==> src/rtl/mips_multicycle_control_pkg.sv <==
// Shared definitions for the multi-cycle MIPS control FSM: state codes,
// opcodes, alu_op codes, mux encodings and the decoded control word.
package mips_multicycle_control_pkg;

  localparam int OP_W    = 6;
  localparam int ALUOP_W = 4;

  typedef enum logic [3:0] {
    S_FETCH     = 4'd0,
    S_DECODE    = 4'd1,
    S_MEM_ADDR  = 4'd2,
    S_MEM_READ  = 4'd3,
    S_MEM_WB    = 4'd4,
    S_MEM_WRITE = 4'd5,
    S_EXEC_R    = 4'd6,
    S_ALU_WB    = 4'd7,
    S_BRANCH    = 4'd8,
    S_JUMP      = 4'd9,
    S_EXEC_I    = 4'd10,
    S_IMM_WB    = 4'd11
  } state_t;

  localparam logic [OP_W-1:0] OP_R    = 6'b000000;
  localparam logic [OP_W-1:0] OP_LW   = 6'b100011;
  localparam logic [OP_W-1:0] OP_SW   = 6'b101011;
  localparam logic [OP_W-1:0] OP_BEQ  = 6'b000100;
  localparam logic [OP_W-1:0] OP_BNE  = 6'b000101;
  localparam logic [OP_W-1:0] OP_J    = 6'b000010;
  localparam logic [OP_W-1:0] OP_ADDI = 6'b001000;
  localparam logic [OP_W-1:0] OP_ANDI = 6'b001100;
  localparam logic [OP_W-1:0] OP_ORI  = 6'b001101;
  localparam logic [OP_W-1:0] OP_SLTI = 6'b001010;

  localparam logic [ALUOP_W-1:0] ALU_ADD   = 4'b0000;
  localparam logic [ALUOP_W-1:0] ALU_SUB   = 4'b0001;
  localparam logic [ALUOP_W-1:0] ALU_FUNCT = 4'b0010;
  localparam logic [ALUOP_W-1:0] ALU_AND   = 4'b0011;
  localparam logic [ALUOP_W-1:0] ALU_OR    = 4'b0101;
  localparam logic [ALUOP_W-1:0] ALU_SLT   = 4'b0110;

  localparam logic [1:0] PC_SRC_ALU    = 2'b00;
  localparam logic [1:0] PC_SRC_ALUOUT = 2'b01;
  localparam logic [1:0] PC_SRC_JUMP   = 2'b10;

  localparam logic [1:0] SRC_B_REG     = 2'b00;
  localparam logic [1:0] SRC_B_FOUR    = 2'b01;
  localparam logic [1:0] SRC_B_IMM     = 2'b10;
  localparam logic [1:0] SRC_B_IMM_SH2 = 2'b11;

  // ir_write and pc_write in FETCH are still qualified by mem_ready at the top.
  typedef struct packed {
    logic               mem_req;
    logic               mem_we;
    logic               iord;
    logic               ir_write;
    logic               pc_write;
    logic               pc_write_cond;
    logic               branch_ne;
    logic [1:0]         pc_src;
    logic               reg_write;
    logic               reg_dst;
    logic               mem_to_reg;
    logic               alu_src_a;
    logic [1:0]         alu_src_b;
    logic [ALUOP_W-1:0] alu_op;
  } ctrl_t;

  function automatic logic op_supported(input logic [OP_W-1:0] op);
    case (op)
      OP_R, OP_LW, OP_SW, OP_BEQ, OP_BNE, OP_J,
      OP_ADDI, OP_ANDI, OP_ORI, OP_SLTI: return 1'b1;
      default:                           return 1'b0;
    endcase
  endfunction

endpackage

==> src/rtl/mips_multicycle_control_if.sv <==
// Memory request/ready handshake between the control FSM and memory.
interface mips_multicycle_control_if;
  logic mem_req;
  logic mem_we;
  logic iord;
  logic mem_ready;

  modport master (output mem_req, output mem_we, output iord, input mem_ready);
  modport slave  (input mem_req, input mem_we, input iord, output mem_ready);
endinterface

==> src/rtl/mips_multicycle_control_decode.sv <==
// Control-word ROM: maps the current state (and opcode where needed) to
// the raw datapath controls.
module mips_multicycle_control_decode
  import mips_multicycle_control_pkg::*;
(
  input  state_t          state,
  input  logic [OP_W-1:0] opcode,
  output ctrl_t           ctrl
);

  always_comb begin
    ctrl = '0;
    case (state)
      S_FETCH: begin
        ctrl.mem_req   = 1'b1;
        ctrl.ir_write  = 1'b1;
        ctrl.pc_write  = 1'b1;
        ctrl.pc_src    = PC_SRC_ALU;
        ctrl.alu_src_b = SRC_B_FOUR;
        ctrl.alu_op    = ALU_ADD;
      end
      S_DECODE: begin
        ctrl.alu_src_b = SRC_B_IMM_SH2;
        ctrl.alu_op    = ALU_ADD;
      end
      S_MEM_ADDR: begin
        ctrl.alu_src_a = 1'b1;
        ctrl.alu_src_b = SRC_B_IMM;
        ctrl.alu_op    = ALU_ADD;
      end
      S_MEM_READ: begin
        ctrl.mem_req = 1'b1;
        ctrl.iord    = 1'b1;
      end
      S_MEM_WB: begin
        ctrl.reg_write  = 1'b1;
        ctrl.mem_to_reg = 1'b1;
      end
      S_MEM_WRITE: begin
        ctrl.mem_req = 1'b1;
        ctrl.mem_we  = 1'b1;
        ctrl.iord    = 1'b1;
      end
      S_EXEC_R: begin
        ctrl.alu_src_a = 1'b1;
        ctrl.alu_src_b = SRC_B_REG;
        ctrl.alu_op    = ALU_FUNCT;
      end
      S_ALU_WB: begin
        ctrl.reg_write = 1'b1;
        ctrl.reg_dst   = 1'b1;
      end
      S_BRANCH: begin
        ctrl.alu_src_a     = 1'b1;
        ctrl.alu_src_b     = SRC_B_REG;
        ctrl.alu_op        = ALU_SUB;
        ctrl.pc_write_cond = 1'b1;
        ctrl.pc_src        = PC_SRC_ALUOUT;
        ctrl.branch_ne     = opcode[0];
      end
      S_JUMP: begin
        ctrl.pc_write = 1'b1;
        ctrl.pc_src   = PC_SRC_JUMP;
      end
      S_EXEC_I: begin
        ctrl.alu_src_a = 1'b1;
        ctrl.alu_src_b = SRC_B_IMM;
        case (opcode)
          OP_ANDI: ctrl.alu_op = ALU_AND;
          OP_ORI:  ctrl.alu_op = ALU_OR;
          OP_SLTI: ctrl.alu_op = ALU_SLT;
          default: ctrl.alu_op = ALU_ADD;
        endcase
      end
      S_IMM_WB: begin
        ctrl.reg_write = 1'b1;
      end
      default: ;
    endcase
  end

endmodule

==> src/rtl/mips_multicycle_control.sv <==
// Main control FSM of the multi-cycle MIPS core: state register, next-state
// logic and the input-dependent gating of ir_write, pc_en and illegal.
module mips_multicycle_control
  import mips_multicycle_control_pkg::*;
(
  input  logic                 clk,
  input  logic                 rst_n,
  input  logic [OP_W-1:0]      opcode,
  input  logic                 zero,
  mips_multicycle_control_if.master mem,
  output logic                 ir_write,
  output logic                 pc_en,
  output logic [1:0]           pc_src,
  output logic                 reg_write,
  output logic                 reg_dst,
  output logic                 mem_to_reg,
  output logic                 alu_src_a,
  output logic [1:0]           alu_src_b,
  output logic [ALUOP_W-1:0]   alu_op,
  output logic [3:0]           state,
  output logic                 illegal
);

  state_t state_q;
  state_t state_d;
  ctrl_t  ctrl;

  mips_multicycle_control_decode u_decode (
    .state  (state_q),
    .opcode (opcode),
    .ctrl   (ctrl)
  );

  always_comb begin
    state_d = state_q;
    case (state_q)
      S_FETCH:     if (mem.mem_ready) state_d = S_DECODE;
      S_DECODE: begin
        case (opcode)
          OP_LW, OP_SW:                      state_d = S_MEM_ADDR;
          OP_R:                              state_d = S_EXEC_R;
          OP_BEQ, OP_BNE:                    state_d = S_BRANCH;
          OP_J:                              state_d = S_JUMP;
          OP_ADDI, OP_ANDI, OP_ORI, OP_SLTI: state_d = S_EXEC_I;
          default:                           state_d = S_FETCH;
        endcase
      end
      S_MEM_ADDR:  state_d = (opcode == OP_LW) ? S_MEM_READ : S_MEM_WRITE;
      S_MEM_READ:  if (mem.mem_ready) state_d = S_MEM_WB;
      S_MEM_WRITE: if (mem.mem_ready) state_d = S_FETCH;
      S_EXEC_R:    state_d = S_ALU_WB;
      S_EXEC_I:    state_d = S_IMM_WB;
      default:     state_d = S_FETCH;
    endcase
  end

  always_ff @(posedge clk or negedge rst_n) begin
    if (!rst_n) state_q <= S_FETCH;
    else        state_q <= state_d;
  end

  // The FETCH loads only land once memory delivers; reset masks them outright.
  assign ir_write = rst_n & ctrl.ir_write & mem.mem_ready;
  assign pc_en    = rst_n & ((ctrl.pc_write & (~ctrl.ir_write | mem.mem_ready)) |
                             (ctrl.pc_write_cond & (zero ^ ctrl.branch_ne)));
  assign illegal  = (state_q == S_DECODE) & ~op_supported(opcode);

  assign mem.mem_req = ctrl.mem_req;
  assign mem.mem_we  = ctrl.mem_we;
  assign mem.iord    = ctrl.iord;
  assign pc_src      = ctrl.pc_src;
  assign reg_write   = ctrl.reg_write;
  assign reg_dst     = ctrl.reg_dst;
  assign mem_to_reg  = ctrl.mem_to_reg;
  assign alu_src_a   = ctrl.alu_src_a;
  assign alu_src_b   = ctrl.alu_src_b;
  assign alu_op      = ctrl.alu_op;
  assign state       = state_q;

endmodule

==> src/flat_wrapper.sv <==
// flat-port wrapper written by rule: the top's interface ports become plain ports
module mips_multicycle_control_flat import mips_multicycle_control_pkg::*;
  (clk, rst_n, opcode, zero, ir_write, pc_en, pc_src, reg_write, reg_dst, mem_to_reg, alu_src_a, alu_src_b, alu_op, state, illegal, mem_mem_req, mem_mem_we, mem_iord, mem_mem_ready);
  mips_multicycle_control_if mem_i ();
  input  logic clk;
  input  logic rst_n;
  input  logic [OP_W-1:0] opcode;
  input  logic zero;
  output logic ir_write;
  output logic pc_en;
  output logic [1:0] pc_src;
  output logic reg_write;
  output logic reg_dst;
  output logic mem_to_reg;
  output logic alu_src_a;
  output logic [1:0] alu_src_b;
  output logic [ALUOP_W-1:0] alu_op;
  output logic [3:0] state;
  output logic illegal;
  output wire logic [$bits(mem_i.mem_req)-1:0] mem_mem_req;
  output wire logic [$bits(mem_i.mem_we)-1:0] mem_mem_we;
  output wire logic [$bits(mem_i.iord)-1:0] mem_iord;
  input wire logic [$bits(mem_i.mem_ready)-1:0] mem_mem_ready;
  assign mem_mem_req = mem_i.mem_req;
  assign mem_mem_we = mem_i.mem_we;
  assign mem_iord = mem_i.iord;
  assign mem_i.mem_ready = mem_mem_ready;
  mips_multicycle_control u_core (.clk(clk), .rst_n(rst_n), .opcode(opcode), .zero(zero), .mem(mem_i), .ir_write(ir_write), .pc_en(pc_en), .pc_src(pc_src), .reg_write(reg_write), .reg_dst(reg_dst), .mem_to_reg(mem_to_reg), .alu_src_a(alu_src_a), .alu_src_b(alu_src_b), .alu_op(alu_op), .state(state), .illegal(illegal));
endmodule
==> config.mk <==
export PLATFORM = sky130hd
export DESIGN_NAME = mips_multicycle_control_flat
export DESIGN_NICKNAME = d
export VERILOG_FILES = /design/src/rtl/mips_multicycle_control_pkg.sv /design/src/rtl/mips_multicycle_control_if.sv /design/src/rtl/mips_multicycle_control_decode.sv /design/src/rtl/mips_multicycle_control.sv /design/src/flat_wrapper.sv
export SDC_FILE = /design/constraint.sdc
export NUM_CORES = 1
export LEC_CHECK = 0
export CAP_MARGIN = 20
export CORE_ASPECT_RATIO = 1.25
export CORE_UTILIZATION = 36
export DETAILED_ROUTE_END_ITERATION = 6
export GPL_ROUTABILITY_DRIVEN = 0
export PLACE_DENSITY = 0.78
export REMOVE_ABC_BUFFERS = 1
export SETUP_SLACK_MARGIN = 0.02
export SLEW_MARGIN = 25
export SYNTH_ARGS = -nofsm -noshare
export SYNTH_HDL_FRONTEND = slang
export SYNTH_SLANG_ARGS = --single-unit
export TNS_END_PERCENT = 20
==> constraint.sdc <==
create_clock -name clk -period 2.35 [get_ports clk]
set_clock_uncertainty 0.1 [all_clocks]
set_input_delay 0.705 -clock clk [delete_from_list [all_inputs] [get_ports clk]]
set_output_delay 0.705 -clock clk [all_outputs]
set_load 0.01 [all_outputs]
==> results of run 1 <==
-- where the power goes --
| group | switching [W] | total (W) | internal (W) |
|---|---|---|---|
| clock | 0.0000282 | 0.0000854 | 0.0000572 |
| sequential | 0.0000147 | 0.0000941 | 0.0000794 |
| combinational | 0.000191 | 0.000398 | 0.000207 |
-- layer usage --
| metal | up-vias | GRT usage (%) | wire length (µm) |
|---|---|---|---|
| met1 | 480 | 29.53 | 958 |
| met4 | 0 | 7.778 | 33 |
| met3 | 4 | 3.604 | 100 |
| li1 | 484 | - | - |
| met2 | 34 | 50.00 | 1405 |
| met5 | - | 0 | 0 |
-- path summary, 6_finish.rpt --
check	endpoint	slack [ns]	depth (start not counted)
setup / recovery	alu_op[2]	-0.27	6
hold / removal	u_core.state[1]	0.42	2
setup reg to reg	u_core.state[2]	0.62	5
hold reg to reg	u_core.state[3]	0.58	2
max in group asynchronous	u_core.state[0]	1.61	2
min in group clk	u_core.state[3]	0.58	2
-- cell usage after synthesis, drive strengths merged, types with 3 or more instances --
cell type   n
nand2       4
nand2b      9
nor3        5
nand3       5
nor2       12
clkbuf      4
buf         5
o21ai       4
nor2b       4
a21oi       8
inv         3
dfrtp       4
-- through the flow --
step	cell area, µm²	utilization (%)	worst slack, ns	total power (W)	instances
floorplan	619.3	-	-0.1567	0.0002504	89
global placement	1190	72.48	-1.084	0.0004732	170
detailed placement	1190	72.48	-1.110	0.0004845	170
CTS	1257	76.60	-0.2995	0.0005641	177
global route	1264	76.98	-0.2913	0.0006208	177
finish	1264	76.98	-0.2670	0.0005779	177
-- area by class of cell --
cell class	count	share of cell area, %
multi-input cells	82	45.64
well taps	18	1.782
clock buffers	3	1.782
repair buffers	67	41.88
flip-flops and latches	4	8.020
inverters	3	0.8911
-- what timing repair did --
action                                  in CTS  in global routing
setup buffers                                3                  0
resized for setup                           86                  9
gates cloned                                 1                  0
hold buffers                                 0                  0
pin swaps                                    8                  1
endpoints found under the setup margin      17                 13
-- cell families after synthesis --
group	after synthesis
other	1
muxes	1
DFF	4
AOI/OAI and AO/OA	27
buffers and inverters	12
xor gates and xnor gates	2
and+or+nand+nor	51
==> impl_metrics.env, run 1 <==
export IMPL_outcome="complete, but fails checks"
export IMPL_violations="negative setup slack"
export IMPL_min_period_ns=2.617
export IMPL_final_common_cell="buf_4"
export IMPL_regArea_um2=101.3
export IMPL_cts_root_buf="clkbuf_4"
export IMPL_cts_sinks=4
export IMPL_nNetsFinal=171
export IMPL_portBuffers=30
export IMPL_finalCritPeriodShare_pct=111.4
export IMPL_gr_total_overflow=0
export IMPL_ys_flop_type="dfrtp_1"
export IMPL_synth_edff_count=0
export IMPL_critPathBufInv=4
export IMPL_grt_max_degree=17
export IMPL_hold_worst_slack_ns=0.4226
export IMPL_rsz0062_at_grt="yes"
export IMPL_drc_errors=0
export IMPL_insertion_delay_ns=0.23
export IMPL_layout_drive_gt1_share_pct=46.54
export IMPL_maxCapViolations=0
export IMPL_cpLargestDelayFamily="simple AND/OR/NAND/NOR gates"
export IMPL_vdd_drop_max_v=0.0003776
export IMPL_ys_types=42
export IMPL_synth_top_area_share_pct=15.12
export IMPL_vias=1002
export IMPL_die_width_um=40.35
export IMPL_grtUsageTotal_pct=27.16
export IMPL_p_leak_nw=0.5808
export IMPL_multi_input_area_um2=576.8
export IMPL_n_antenna_cell=0
export IMPL_avgSynthCellArea_um2=6.754
export IMPL_most_common_layout_cells="buf_4 (33), nor2_1 (10), buf_2 (10), dlygate4sd2_1 (9), a21oi_1 (7)"
export IMPL_yosys_area_top_type="dfrtp_1"
export IMPL_drtAntennaViolNets=0
export IMPL_worst_ep_arrival_time_ns=1.81
export IMPL_antenna_found_initial=0
export IMPL_clkTransAtPathRegs_ns=0.04
export IMPL_fillers=125
export IMPL_grt_first_pass_wirelength_um=3960
export IMPL_clk_path_buf_depth=2
export IMPL_crit_chain="buf_8, or4b_4, buf_4, buf_6, nor3_2, buf_2"
export IMPL_synth_mux_area_share_pct=1.701
export IMPL_setup_ws_ns=-0.2670
export IMPL_cp_start_kind="primary input"
export IMPL_cp_slowest_cell="or4b_4"
export IMPL_critical_path_class="primary input to output port"
export IMPL_area_growth_pct=90.93
export IMPL_wl_per_cell_um=14.11
export IMPL_reg2reg_from="u_core.state[0]"
export IMPL_synthSimpleGateAreaFrac_pct=43.29
export IMPL_ys_warnings_count=0
export IMPL_async_flop_share_pct=100.0
export IMPL_largest_register_ffs=4
export IMPL_initial_core_util_pct=40.32
export IMPL_syn_inst=98
export IMPL_die_h_um=49.94
export IMPL_crit_path_max_fanout=2
export IMPL_io_pins=32
export IMPL_drv_slew=0
export IMPL_cts_buffers=3
export IMPL_cts_tree="done"
export IMPL_startpoint="opcode[5]"
export IMPL_hold_violations=0
export IMPL_cp_end_kind="output port"
export IMPL_min_path_type="primary input to asynchronous set/reset pin"
export IMPL_grt_pass1_vias=980
export IMPL_tns_ns=-1.041
export IMPL_dp_hpwl_um=1852
export IMPL_num_rows=16
export IMPL_synthAdderAreaFrac_pct=0
export IMPL_powerDensity_nw_per_um2=457.3
export IMPL_drt_initial_drc_count=27
export IMPL_synth_compound_area_share_pct=28.54
export IMPL_via_per_inst=5.661
export IMPL_crit_required_ns=1.54
export IMPL_routed_wl_um=2498
export IMPL_h_tree_depth=1
export IMPL_synth_top_family_by_area="simple AND/OR/NAND/NOR gates"
export IMPL_setup_viol=5
export IMPL_synthXorXnorAreaFrac_pct=2.647
export IMPL_synth_seq_cells=4
export IMPL_first_pass_iters=4
export IMPL_synth_area_um2=661.9
export IMPL_fp_dieArea_um2=2015
export IMPL_synth_area_leaders="dfrtp_1 (15%), nand2b_1 (7.6%), nor2_1 (6.8%), a21oi_1 (5.3%), nand3_1 (3.8%)"
export IMPL_critical_path_max_stage_delay_ns=0.51
export IMPL_ys_seq_area_share_pct=15.12
export IMPL_max_freq_mhz=382.1
export IMPL_core_area_um2=1642
No activity file was read; power rests on OpenSTA's default activity.
==> inputs of run 2 (changes only) <==
- PLACE_DENSITY: 0.78 -> 0.75
==> run 2 against run 1 <==
Against the previous run:
- the flow still finishes with violations (negative setup slack)
- flip-flop and latch count unchanged
- via count down 2.5%
- sequential share of layout area up 0.072 points
- fmax down 0.94%
- hold slack worse by 0.11 ns
==> impl_metrics.env, run 2 (synthesis gave the netlist of run 1 again) <==
export IMPL_outcome="complete, but fails checks"
export IMPL_violations="negative setup slack"
export IMPL_p_leak_nw=0.5794
export IMPL_critPathBufInv=2
export IMPL_startpoint="opcode[4]"
export IMPL_setup_viol=4
export IMPL_fp_dieArea_um2=2015
export IMPL_fillers=117
export IMPL_insertion_delay_ns=0.24
export IMPL_grt_max_degree=17
export IMPL_cts_sinks=4
export IMPL_n_antenna_cell=0
export IMPL_vdd_drop_max_v=0.0003041
export IMPL_grt_pass1_vias=910
export IMPL_h_tree_depth=1
export IMPL_cts_root_buf="clkbuf_4"
export IMPL_largest_register_ffs=4
export IMPL_setup_ws_ns=-0.2917
export IMPL_area_growth_pct=89.22
export IMPL_nNetsFinal=166
export IMPL_powerDensity_nw_per_um2=460.7
export IMPL_drt_initial_drc_count=37
export IMPL_cp_end_kind="output port"
export IMPL_hold_violations=0
export IMPL_layout_drive_gt1_share_pct=49.35
export IMPL_critical_path_max_stage_delay_ns=0.54
export IMPL_via_per_inst=5.680
export IMPL_vias=977
export IMPL_cts_tree="done"
export IMPL_path_depth=5
export IMPL_postCtsHoldBufs=0
export IMPL_cts_buffers=3
export IMPL_dp_hpwl_um=1796
export IMPL_drc_errors=0
export IMPL_crit_chain="buf_8, or4b_4, a211o_1, a21oi_2, buf_2"
export IMPL_maxCapViolations=0
export IMPL_seq_power_share_pct=16.5
export IMPL_clkPwrFrac_pct=15.3
export IMPL_grtUsageTotal_pct=28.62
export IMPL_final_common_cell="buf_4"
export IMPL_tns_ns=-0.8129
export IMPL_core_area_um2=1642
export IMPL_r2r_cells=5
export IMPL_drv_slew=0
export IMPL_clk_path_buf_depth=2
export IMPL_clkTransAtPathRegs_ns=0.04
export IMPL_final_util_pct=76.30
export IMPL_antenna_found_initial=0
export IMPL_hold_worst_slack_ns=0.3082
export IMPL_num_rows=16
export IMPL_r2r_end="u_core.state[2]"
export IMPL_first_pass_iters=4
export IMPL_most_common_layout_cells="buf_4 (29), nor2_1 (9), buf_2 (8)"
export IMPL_combPwrFrac_pct=68.2
export IMPL_wl_per_cell_um=14.61
export IMPL_setup_worst_path_end="alu_op[1]"
export IMPL_min_period_ns=2.642
export IMPL_grt_first_pass_wirelength_um=3967
export IMPL_p_sw_w=0.0002411
export IMPL_routed_wl_um=2513
export IMPL_initial_core_util_pct=40.32
export IMPL_reg2reg_from="u_core.state[0]"
export IMPL_finalCritPeriodShare_pct=112.4
export IMPL_crit_required_ns=1.54
export IMPL_max_freq_mhz=378.5
export IMPL_portBuffers=30
export IMPL_die_width_um=40.35
export IMPL_gr_total_overflow=0
export IMPL_drtAntennaViolNets=0
export IMPL_power_internal_w=0.0003359
export IMPL_critical_path_class="primary input to output port"
export IMPL_crit_path_max_fanout=2
export IMPL_r2r_setup_slack_ns=0.57
export IMPL_io_pins=32
export IMPL_rsz0062_at_grt="yes"
export IMPL_swShare_pct=41.79
export IMPL_worst_ep_arrival_time_ns=1.84
export IMPL_cpLargestDelayFamily="simple AND/OR/NAND/NOR gates"
export IMPL_die_h_um=49.94
export IMPL_min_path_type="primary input to asynchronous set/reset pin"
export IMPL_cp_start_kind="primary input"
export IMPL_cp_slowest_cell="or4b_4"
==> run 2: cell types whose count changed in the layout (fill, tap and decap cells not counted), moves of 2 or more <==
cell / delta
clkdlybuf4s15_1: -2
buf_2: -2
a21oi_1: -2
clkbuf_2: +4
dlygate4sd2_1: -3
dlymetal6s2s_1: +3
buf_4: -4
a21oi_2: +2
nand2b_4: -2
==> run 2: how the worst min path moves through the flow <==
stage / cells after the start / endpoint / startpoint
3_3_place_gp: 2 / u_core.state[3] / u_core.state[2]
4_1_cts: 2 / u_core.state[3] / u_core.state[2]
6_report: 2 / u_core.state[3] / rst_n
5_1_grt: 2 / u_core.state[2] / rst_n
3_5_place_dp: 2 / u_core.state[3] / u_core.state[2]
2_1_floorplan: 0 / u_core.state[0] / rst_n
==> run 2: per-layer routing <==
layer  track usage (%)  vias to the layer above  wire length, µm  part of all wire (%)
met1             29.81                      461              966                    38
met5                 0                        -                0                     0
met2             51.06                       37             1383                    55
li1                  -                      472                -                     -
met4             13.89                        0               67                   2.7
met3             4.054                        7               95                   3.8
==> run 2: what timing repair did <==
action,in CTS,in global routing
gates resized for setup,84,26
setup buffers,1,0
pin swaps,9,5
setup endpoints to repair,17,12
==> run 2: power by group through the flow <==
stage	Sequential [W]	Clock [W]	Combinational (W)
6_report	0.0000954	0.0000881	0.000394
3_3_place_gp	0.0000899	0	0.000377
4_1_cts	0.0000926	0.0000867	0.000381
2_1_floorplan	0.000114	0	0.000136
3_5_place_dp	0.0000901	0	0.000385
5_1_grt	0.0000976	0.0000975	0.000429
==> run 2: stage by stage <==
step	total power, W	instance area (µm²)	instances	setup slack [ns]
6_report	0.0005771	1252	172	-0.2917
2_1_floorplan	0.0002504	619.3	89	-0.1567
5_1_grt	0.0006241	1252	172	-0.3394
3_3_place_gp	0.0004665	1175	168	-1.085
3_5_place_dp	0.0004748	1175	168	-1.122
4_1_cts	0.0005606	1231	172	-0.3245
==> run 2: area by class of cell <==
cell class / count / area, µm² / area share, %
Tap cell: 18 / 22.52 / 1.798
Inverter: 3 / 11.26 / 0.8991
Multi-Input combinational cell: 82 / 604.3 / 48.25
Timing Repair Buffer: 62 / 490.5 / 39.16
Sequential cell: 4 / 101.3 / 8.092
Clock buffer: 3 / 22.52 / 1.798
